**config.mk**
```make
export PLATFORM = sky130hd
export DESIGN_NAME = regfile_op_sequencer
export DESIGN_NICKNAME = d
export VERILOG_FILES = /design/src/rtl/regfile_op_sequencer.sv
export SDC_FILE = /design/constraint.sdc
export NUM_CORES = 1
export LEC_CHECK = 0
export ABC_AREA = 0
export ABC_CLOCK_PERIOD_IN_PS = 5000
export BUFFER_PORTS_ARGS = -buffer_cell sky130_fd_sc_hd__buf_2
export CAP_MARGIN = 40
export CORE_MARGIN = 2
export CORE_UTILIZATION = 60
export DETAILED_ROUTE_END_ITERATION = 6
export PLACE_DENSITY = 0.95
export SETUP_SLACK_MARGIN = 0.05
export SYNTH_ARGS = -nofsm -noshare
export SYNTH_HDL_FRONTEND = slang
export SYNTH_SLANG_ARGS = --single-unit
```
**constraint.sdc**
```tcl
create_clock -name CLK -period 5 [get_ports CLK]
set_input_delay 0.25 -clock CLK [delete_from_list [all_inputs] [get_ports CLK]]
set_output_delay 0.25 -clock CLK [all_outputs]
set_load 0.03 [all_outputs]
```
**src/rtl/regfile_op_sequencer.sv**
```systemverilog
// Multi-cycle sequencer owning both read and both write ports of a 2**AW x DW register file.
// Optional build macro RF_CLEAR_ON_RESET_EN: clear every register two-at-a-time after reset.
module regfile_op_sequencer #(
  parameter int DW = 16,
  parameter int AW = 4
) (
  input  logic          CLK,
  input  logic          RST,
  input  logic          CMD_VALID,
  output logic          CMD_READY,
  input  logic [2:0]    CMD_OP,
  input  logic [AW-1:0] CMD_RD,
  input  logic [AW-1:0] CMD_RS,
  input  logic [AW-1:0] CMD_RT,
  input  logic [DW-1:0] CMD_IMM,
  output logic          DONE,
  output logic [DW-1:0] RESULT,
  output logic          FLAG_Z,
  output logic          FLAG_C,
  output logic          BUSY,
  output logic [AW-1:0] WAA,
  output logic [DW-1:0] WDA,
  output logic          WEA,
  output logic [AW-1:0] WAB,
  output logic [DW-1:0] WDB,
  output logic          WEB,
  output logic [AW-1:0] RAA,
  input  logic [DW-1:0] RDA,
  output logic          REA,
  output logic [AW-1:0] RAB,
  input  logic [DW-1:0] RDB,
  output logic          REB
);

  localparam logic [2:0] OP_NOP = 3'd0, OP_ADD = 3'd1, OP_SUB = 3'd2, OP_AND = 3'd3;
  localparam logic [2:0] OP_OR  = 3'd4, OP_LDI = 3'd5, OP_MOV = 3'd6, OP_SWAP = 3'd7;

  typedef enum logic [1:0] {INIT, IDLE, READ, WRITE} state_t;

  state_t        state;
  logic [2:0]    op_q;
  logic [AW-1:0] rd_q, rs_q, rt_q;
`ifdef RF_CLEAR_ON_RESET_EN
  localparam logic [AW-1:0] HALF = {1'b1, {(AW-1){1'b0}}};
  logic [AW-1:0] clr_cnt;
`endif

  logic          idle_direct, do_wb;
  logic [2:0]    op_s;
  logic [AW-1:0] rd_s, rs_s, rt_s;
  logic [DW:0]   sum, diff;
  logic          wb_wea, wb_web, wb_setf, wb_z, wb_c;
  logic [AW-1:0] wb_waa, wb_wab;
  logic [DW-1:0] wb_wda, wb_wdb, wb_res;

  assign CMD_READY   = (state == IDLE);
  assign BUSY        = (state != IDLE);
  assign idle_direct = CMD_VALID && (CMD_OP == OP_NOP || CMD_OP == OP_LDI);
  assign do_wb       = (state == READ) || (state == IDLE && idle_direct);

  // NOP/LDI skip READ, so their write-back is decoded straight from the command inputs.
  assign op_s = (state == IDLE) ? CMD_OP : op_q;
  assign rd_s = (state == IDLE) ? CMD_RD : rd_q;
  assign rs_s = (state == IDLE) ? CMD_RS : rs_q;
  assign rt_s = (state == IDLE) ? CMD_RT : rt_q;
  assign sum  = {1'b0, RDA} + {1'b0, RDB};
  assign diff = {1'b0, RDA} - {1'b0, RDB};

  always_comb begin
    wb_wea  = 1'b0;
    wb_web  = 1'b0;
    wb_waa  = rd_s;
    wb_wab  = rt_s;
    wb_wda  = '0;
    wb_wdb  = RDA;
    wb_res  = RESULT;
    wb_setf = 1'b0;
    wb_z    = 1'b0;
    wb_c    = 1'b0;
    case (op_s)
      OP_ADD: begin wb_wea = 1'b1; wb_wda = sum[DW-1:0];  wb_setf = 1'b1; wb_c = sum[DW];  end
      OP_SUB: begin wb_wea = 1'b1; wb_wda = diff[DW-1:0]; wb_setf = 1'b1; wb_c = diff[DW]; end
      OP_AND: begin wb_wea = 1'b1; wb_wda = RDA & RDB;    wb_setf = 1'b1; end
      OP_OR:  begin wb_wea = 1'b1; wb_wda = RDA | RDB;    wb_setf = 1'b1; end
      OP_LDI: begin wb_wea = 1'b1; wb_wda = CMD_IMM; end
      OP_MOV: begin wb_wea = 1'b1; wb_wda = RDA; end
      OP_SWAP: begin
        wb_wea = 1'b1;
        wb_waa = rs_s;
        wb_wda = RDB;
        wb_web = (rs_s != rt_s);
      end
      default: ;
    endcase
    if (wb_wea) wb_res = wb_wda;
    wb_z = (wb_wda == '0);
  end

  always_ff @(posedge CLK or posedge RST) begin
    if (RST) begin
`ifdef RF_CLEAR_ON_RESET_EN
      state   <= INIT;
      clr_cnt <= '0;
`else
      state   <= IDLE;
`endif
      op_q <= '0;  rd_q <= '0;  rs_q <= '0;  rt_q <= '0;
      DONE <= 1'b0; RESULT <= '0; FLAG_Z <= 1'b0; FLAG_C <= 1'b0;
      WAA <= '0; WDA <= '0; WEA <= 1'b0;
      WAB <= '0; WDB <= '0; WEB <= 1'b0;
      RAA <= '0; REA <= 1'b0; RAB <= '0; REB <= 1'b0;
    end else begin
      case (state)
`ifdef RF_CLEAR_ON_RESET_EN
        INIT: begin
          if (clr_cnt == HALF) begin
            WEA   <= 1'b0;
            WEB   <= 1'b0;
            state <= IDLE;
          end else begin
            WEA     <= 1'b1;
            WEB     <= 1'b1;
            WAA     <= {clr_cnt[AW-2:0], 1'b0};
            WAB     <= {clr_cnt[AW-2:0], 1'b1};
            WDA     <= '0;
            WDB     <= '0;
            clr_cnt <= clr_cnt + 1'b1;
          end
        end
`endif
        IDLE: begin
          if (CMD_VALID) begin
            op_q <= CMD_OP;
            rd_q <= CMD_RD;
            rs_q <= CMD_RS;
            rt_q <= CMD_RT;
            if (idle_direct) begin
              state <= WRITE;
            end else begin
              state <= READ;
              RAA   <= CMD_RS;
              RAB   <= CMD_RT;
              REA   <= 1'b1;
              REB   <= 1'b1;
            end
          end
        end
        READ: begin
          REA   <= 1'b0;
          REB   <= 1'b0;
          state <= WRITE;
        end
        WRITE: begin
          DONE  <= 1'b0;
          WEA   <= 1'b0;
          WEB   <= 1'b0;
          state <= IDLE;
        end
        default: state <= IDLE;
      endcase
      if (do_wb) begin
        DONE   <= 1'b1;
        WEA    <= wb_wea;
        WEB    <= wb_web;
        WAA    <= wb_waa;
        WDA    <= wb_wda;
        WAB    <= wb_wab;
        WDB    <= wb_wdb;
        RESULT <= wb_res;
        if (wb_setf) begin
          FLAG_Z <= wb_z;
          FLAG_C <= wb_c;
        end
      end
    end
  end

endmodule

```
==> metrics.md <==
| Metric | Value |
|---|---|
| Run status | `complete, no violations` |
| Cell depth of the worst flop-to-flop path | `11` |
| Count of final setup violators | `0` |
| Starting DRT DRC Count | `685` |
| Crit Path Category | `register to register` |
| Max stage delay cell, worst path | `sky130_fd_sc_hd__mux2i_4` |
| Post-synth ARST share | `100%` |
| Final weighted congestion in routability-driven placement | `1.04` |
| Crit path max fanout | `26` |
| Resized cells post-CTS | `0` |
| Clock buffers created by TritonCTS | `9` |
| Most used cell, CP | `sky130_fd_sc_hd__nand4_1` |
| P&R area growth vs syn | `15.9%` |
| Via count of the first global-routing pass | `6025` |
| Crit-path cells | `ha_1 -> buf_4 -> mux2i_4 -> nor2_1 -> a21boi_0 -> a2111oi_0 -> nand4_1 -> nor4_1 -> and4b_1 -> nand4_1 -> o21ai_1` |
| Unrepaired setup endpoints after global routing | `false` |
| Routed length on met3 | `1880 um` |
| Startpoint type of the worst setup path | `register` |
| Average wire per standard cell | `20.1 um` |
| Horiz. Die Dim | `107 um` |
| Global route total overflow | `0` |
| Final setup TNS | `0 ps` |
| Relative slew margins | `39.5%` |
| Worst clock skew | `14.4 ps` |
| Dominant synthesized flop cell | `sky130_fd_sc_hd__dfrtp_1` |
| Leakage dissipation | `3.71 nW` |
| Net switching component of the power | `2.50 mW` |
| Total nets after synthesis | `834` |
| Total clock sinks | `87` |
| Detailed-route DRC error count | `0` |
| Remaining number of nets flagged by the antenna check after routing | `0` |
| Share of the cycle needed by the critical path after routing | `77.0%` |
| Wire length of the first global-routing pass | `31200 um` |
| Clock transition time at the flip-flop clock pins of the worst setup and hold paths | `100 ps` |
| Synth Instances | `714` |
| Floorplan die height | `107 um` |
| Netlist area before placement | `0.00637 mm2` |
| Crit path launch | `state[0]$_DFFE_PP1P_` |
| Clock latency on the worst-skew pair | `370 ps` |
| Pin count of the biggest net entering global routing | `67` |
| Worst Path Arrival | `4140 ps` |
| Number of synthesized register bits | `87` |
| I/O pin count | `139` |
| Initial standard-cell utilization of the core | `61.7%` |
| CP required | `5290 ps` |
| Number of synthesis warnings | `0` |
| Clock tree from TritonCTS | `built` |
| Average cell area after synthesis | `8.92 um2` |
| Power per cell area | `655 mW/mm2` |
| Global-route usage over all layers | `35.3%` |
| Total met2 wirelength after detailed routing | `9140 um` |
| Count of buffers added by post-CTS timing repair for setup | `0` |
| Row count | `37` |
| Peak ir drop on the vdd network | `0.436 mV` |
| Sw frac | `51.7%` |
| Hold path cells | `2` |
| Finished Layout Cells | `979` |
| Nets | `958` |
| Worst Setup EP | `FLAG_Z$_DFFE_PP0P_` |
| Number of library cell types mapped by synthesis | `69` |
| Post-synth EDFFs | `0` |
| Maximum Capacitance Violations | `0` |
| Number of hold violations in the final report | `0` |
| Final number of max-transition violations | `0` |
| Power Internal | `2.34 mW` |
| Peak per-stage delay on the critical path | `790 ps` |
| Antenna violations before repair | `0` |
| Antenna diode instance count | `0` |
| Total routed wirelength | `19700 um` |
| Worst min-delay path category | `input port to register` |
| Routed via count | `6285` |
| DR top layer | `met4` |
| Min Tclk post-route | `3850 ps` |
| First-pass detailed-route iteration total | `5` |
| Fraction of the yosys area taken by sequential cells | `34.2%` |
| Proportion of power drawn by combinational gates | `63.2%` |
| HPWL after detailed placement | `15300 um` |
| Actual transition at the worst max-transition pin | `888 ps` |
| Reg-to-Reg Start | `state[0]$_DFFE_PP1P_` |
| CTS Hold Buffers Added | `1` |
| Number of placed instances, taps included | `962` |
| H-tree depth | `3` |
| Timing-limited maximum frequency | `260 MHz` |
| Type of destination of the critical path | `register` |
| WL met1 | `7520 um` |
| CTS Root Buffer Type | `sky130_fd_sc_hd__clkbuf_8` |
| Max Root-Sink Buffers | `2` |
| Detailed-route vias per instance | `6.42` |
| Portion of total power attributed to sequential cells | `26.3%` |
| Part of the power in the clock network | `10.5%` |
| Core Footprint | `0.0103 mm2` |
| Layout cells sized above 1 | `26.1%` |
| Fill cell count | `791` |
| Die area | `0.0115 mm2` |
| Count of port buffers added during placement | `138` |
| Capture point of the worst reg-to-reg path | `FLAG_Z$_DFFE_PP0P_` |
| Reg-to-reg slack, setup | `1150 ps` |
-- state kept, by name, summed over array words and instances (netlist names), 2 cells and up --
signal and count:
state 2, WDA 16, WAB 4, op_q 3, rt_q 4, WAA 4
rs_q 4, rd_q 4, RAB 4, RESULT 16, RAA 4, WDB 16
-- cells in the mapped netlist (3+ instances only) --
cell,number,area [um2]
sky130_fd_sc_hd__nand2_1,93,349
sky130_fd_sc_hd__dfrtp_1,86,2150
sky130_fd_sc_hd__inv_1,53,199
sky130_fd_sc_hd__ha_1,52,651
sky130_fd_sc_hd__nor2_1,49,184
sky130_fd_sc_hd__o21ai_0,46,230
sky130_fd_sc_hd__mux2_2,32,360
sky130_fd_sc_hd__a21oi_1,31,155
sky130_fd_sc_hd__a21o_1,24,180
sky130_fd_sc_hd__clkbuf_1,23,86.3
sky130_fd_sc_hd__nor3_1,16,80.1
sky130_fd_sc_hd__a211oi_1,14,105
sky130_fd_sc_hd__xnor2_1,13,114
sky130_fd_sc_hd__a31oi_1,12,75.1
sky130_fd_sc_hd__mux2i_1,12,120
sky130_fd_sc_hd__nand2b_1,11,68.8
sky130_fd_sc_hd__o211ai_1,11,82.6
sky130_fd_sc_hd__a221oi_1,7,61.3
sky130_fd_sc_hd__buf_2,7,35.0
sky130_fd_sc_hd__nand3_1,7,35.0
sky130_fd_sc_hd__o22ai_1,7,43.8
sky130_fd_sc_hd__nand4_1,6,37.5
sky130_fd_sc_hd__o31ai_1,5,37.5
sky130_fd_sc_hd__a21boi_0,4,30.0
sky130_fd_sc_hd__a41oi_1,4,35.0
sky130_fd_sc_hd__mux4_2,4,90.1
sky130_fd_sc_hd__nor2b_1,4,25.0
sky130_fd_sc_hd__nor4_1,4,25.0
sky130_fd_sc_hd__o221a_2,4,45.0
sky130_fd_sc_hd__o221ai_1,4,35.0
sky130_fd_sc_hd__a31o_2,3,26.3
sky130_fd_sc_hd__a32oi_1,3,26.3
sky130_fd_sc_hd__and2_1,3,18.8
sky130_fd_sc_hd__and3_1,3,18.8
sky130_fd_sc_hd__buf_1,3,11.3
sky130_fd_sc_hd__o21a_1,3,22.5
sky130_fd_sc_hd__o21bai_1,3,22.5
sky130_fd_sc_hd__o2bb2ai_1,3,26.3
sky130_fd_sc_hd__o311ai_0,3,26.3
sky130_fd_sc_hd__or3_1,3,18.8
-- power by group through the flow --
stage | Combinational, mW | Sequential (mW) | Clock (mW)
after global routing | 3.26 | 1.30 | 0.539
final | 3.06 | 1.27 | 0.507
after floorplan | 1.66 | 1.75 | 0
after global placement | 2.89 | 1.24 | 0
after CTS | 3.01 | 1.26 | 0.512
after detailed placement | 2.99 | 1.27 | 0
-- area by class of cell --
cell class	instances	area [um2]	area share, %
flip-flops and latches	87	2180	29.5
multi-input cells	539	3840	52.1
repair buffers	148	788	10.7
clock buffers	9	124	1.68
inverters	53	200	2.71
well taps	136	170	2.31
clock inverters	7	77.6	1.05
-- worst max-delay path: cells and delay by family, from the launching register on --
family                     cells  cell delay [ps]
buffers and inverters          1              250
adders and majority gates      1              190
DFF                            1              570
and+or+nand+nor                5              970
AOI/OAI and AO/OA              3             1000
muxes                          1              790
-- how the worst min path moves through the flow --
| stage | startpoint | end |
|---|---|---|
| 2_1_floorplan | CMD_OP[1] | op_q[1]$_DFFE_PP0P_ |
| 3_5_place_dp | RST | WDB[11]$_DFFE_PP0P_ |
| 3_3_place_gp | RST | WDB[11]$_DFFE_PP0P_ |
| 5_1_grt | CMD_RD[2] | rd_q[2]$_DFFE_PP0P_ |
| 4_1_cts | CMD_RD[3] | rd_q[3]$_DFFE_PP0P_ |
| 6_report | CMD_RD[0] | rd_q[0]$_DFFE_PP0P_ |
-- logic make-up after synthesis --
group / after synthesis / share of synthesized area, %
compound gates: 211 / 22.7
simple gates: 208 / 14.7
buf+inv: 88 / 5.50
flops: 87 / 34.2
fa+ha+maj: 54 / 10.8
mux: 52 / 10.1
xor+xnor: 14 / 1.93
-- layer usage --
layer,up-vias,track usage [%]
li1,2811,-
met1,2968,45.1
met2,422,57.0
met3,84,6.81
met4,0,18.7
met5,-,0
-- stage by stage --
step	area, um2	hold WS [ps]	setup slack, ps	util, %	power (mW)
after floorplan	6370	401	1750	-	3.41
after detailed placement	7170	171	1310	69.4	4.27
final	7380	143	1150	71.5	4.84
after global placement	7140	170	1400	69.2	4.13
after global routing	7380	133	885	71.5	5.10
after CTS	7380	127	1260	71.5	4.79
-- layout by cell type, fill, tap and decap left out, types with 12 or more instances in the layout --
cell type	n
sky130_fd_sc_hd__buf_2	138
sky130_fd_sc_hd__nand2_1	93
sky130_fd_sc_hd__dfrtp_1	86
sky130_fd_sc_hd__inv_1	52
sky130_fd_sc_hd__ha_1	52
sky130_fd_sc_hd__nor2_1	49
sky130_fd_sc_hd__o21ai_0	46
sky130_fd_sc_hd__mux2_2	32
sky130_fd_sc_hd__a21oi_1	31
sky130_fd_sc_hd__a21o_1	24
sky130_fd_sc_hd__nor3_1	16
sky130_fd_sc_hd__a211oi_1	14
sky130_fd_sc_hd__xnor2_1	13
sky130_fd_sc_hd__a31oi_1	12
Power figures use the tool's default switching activity.
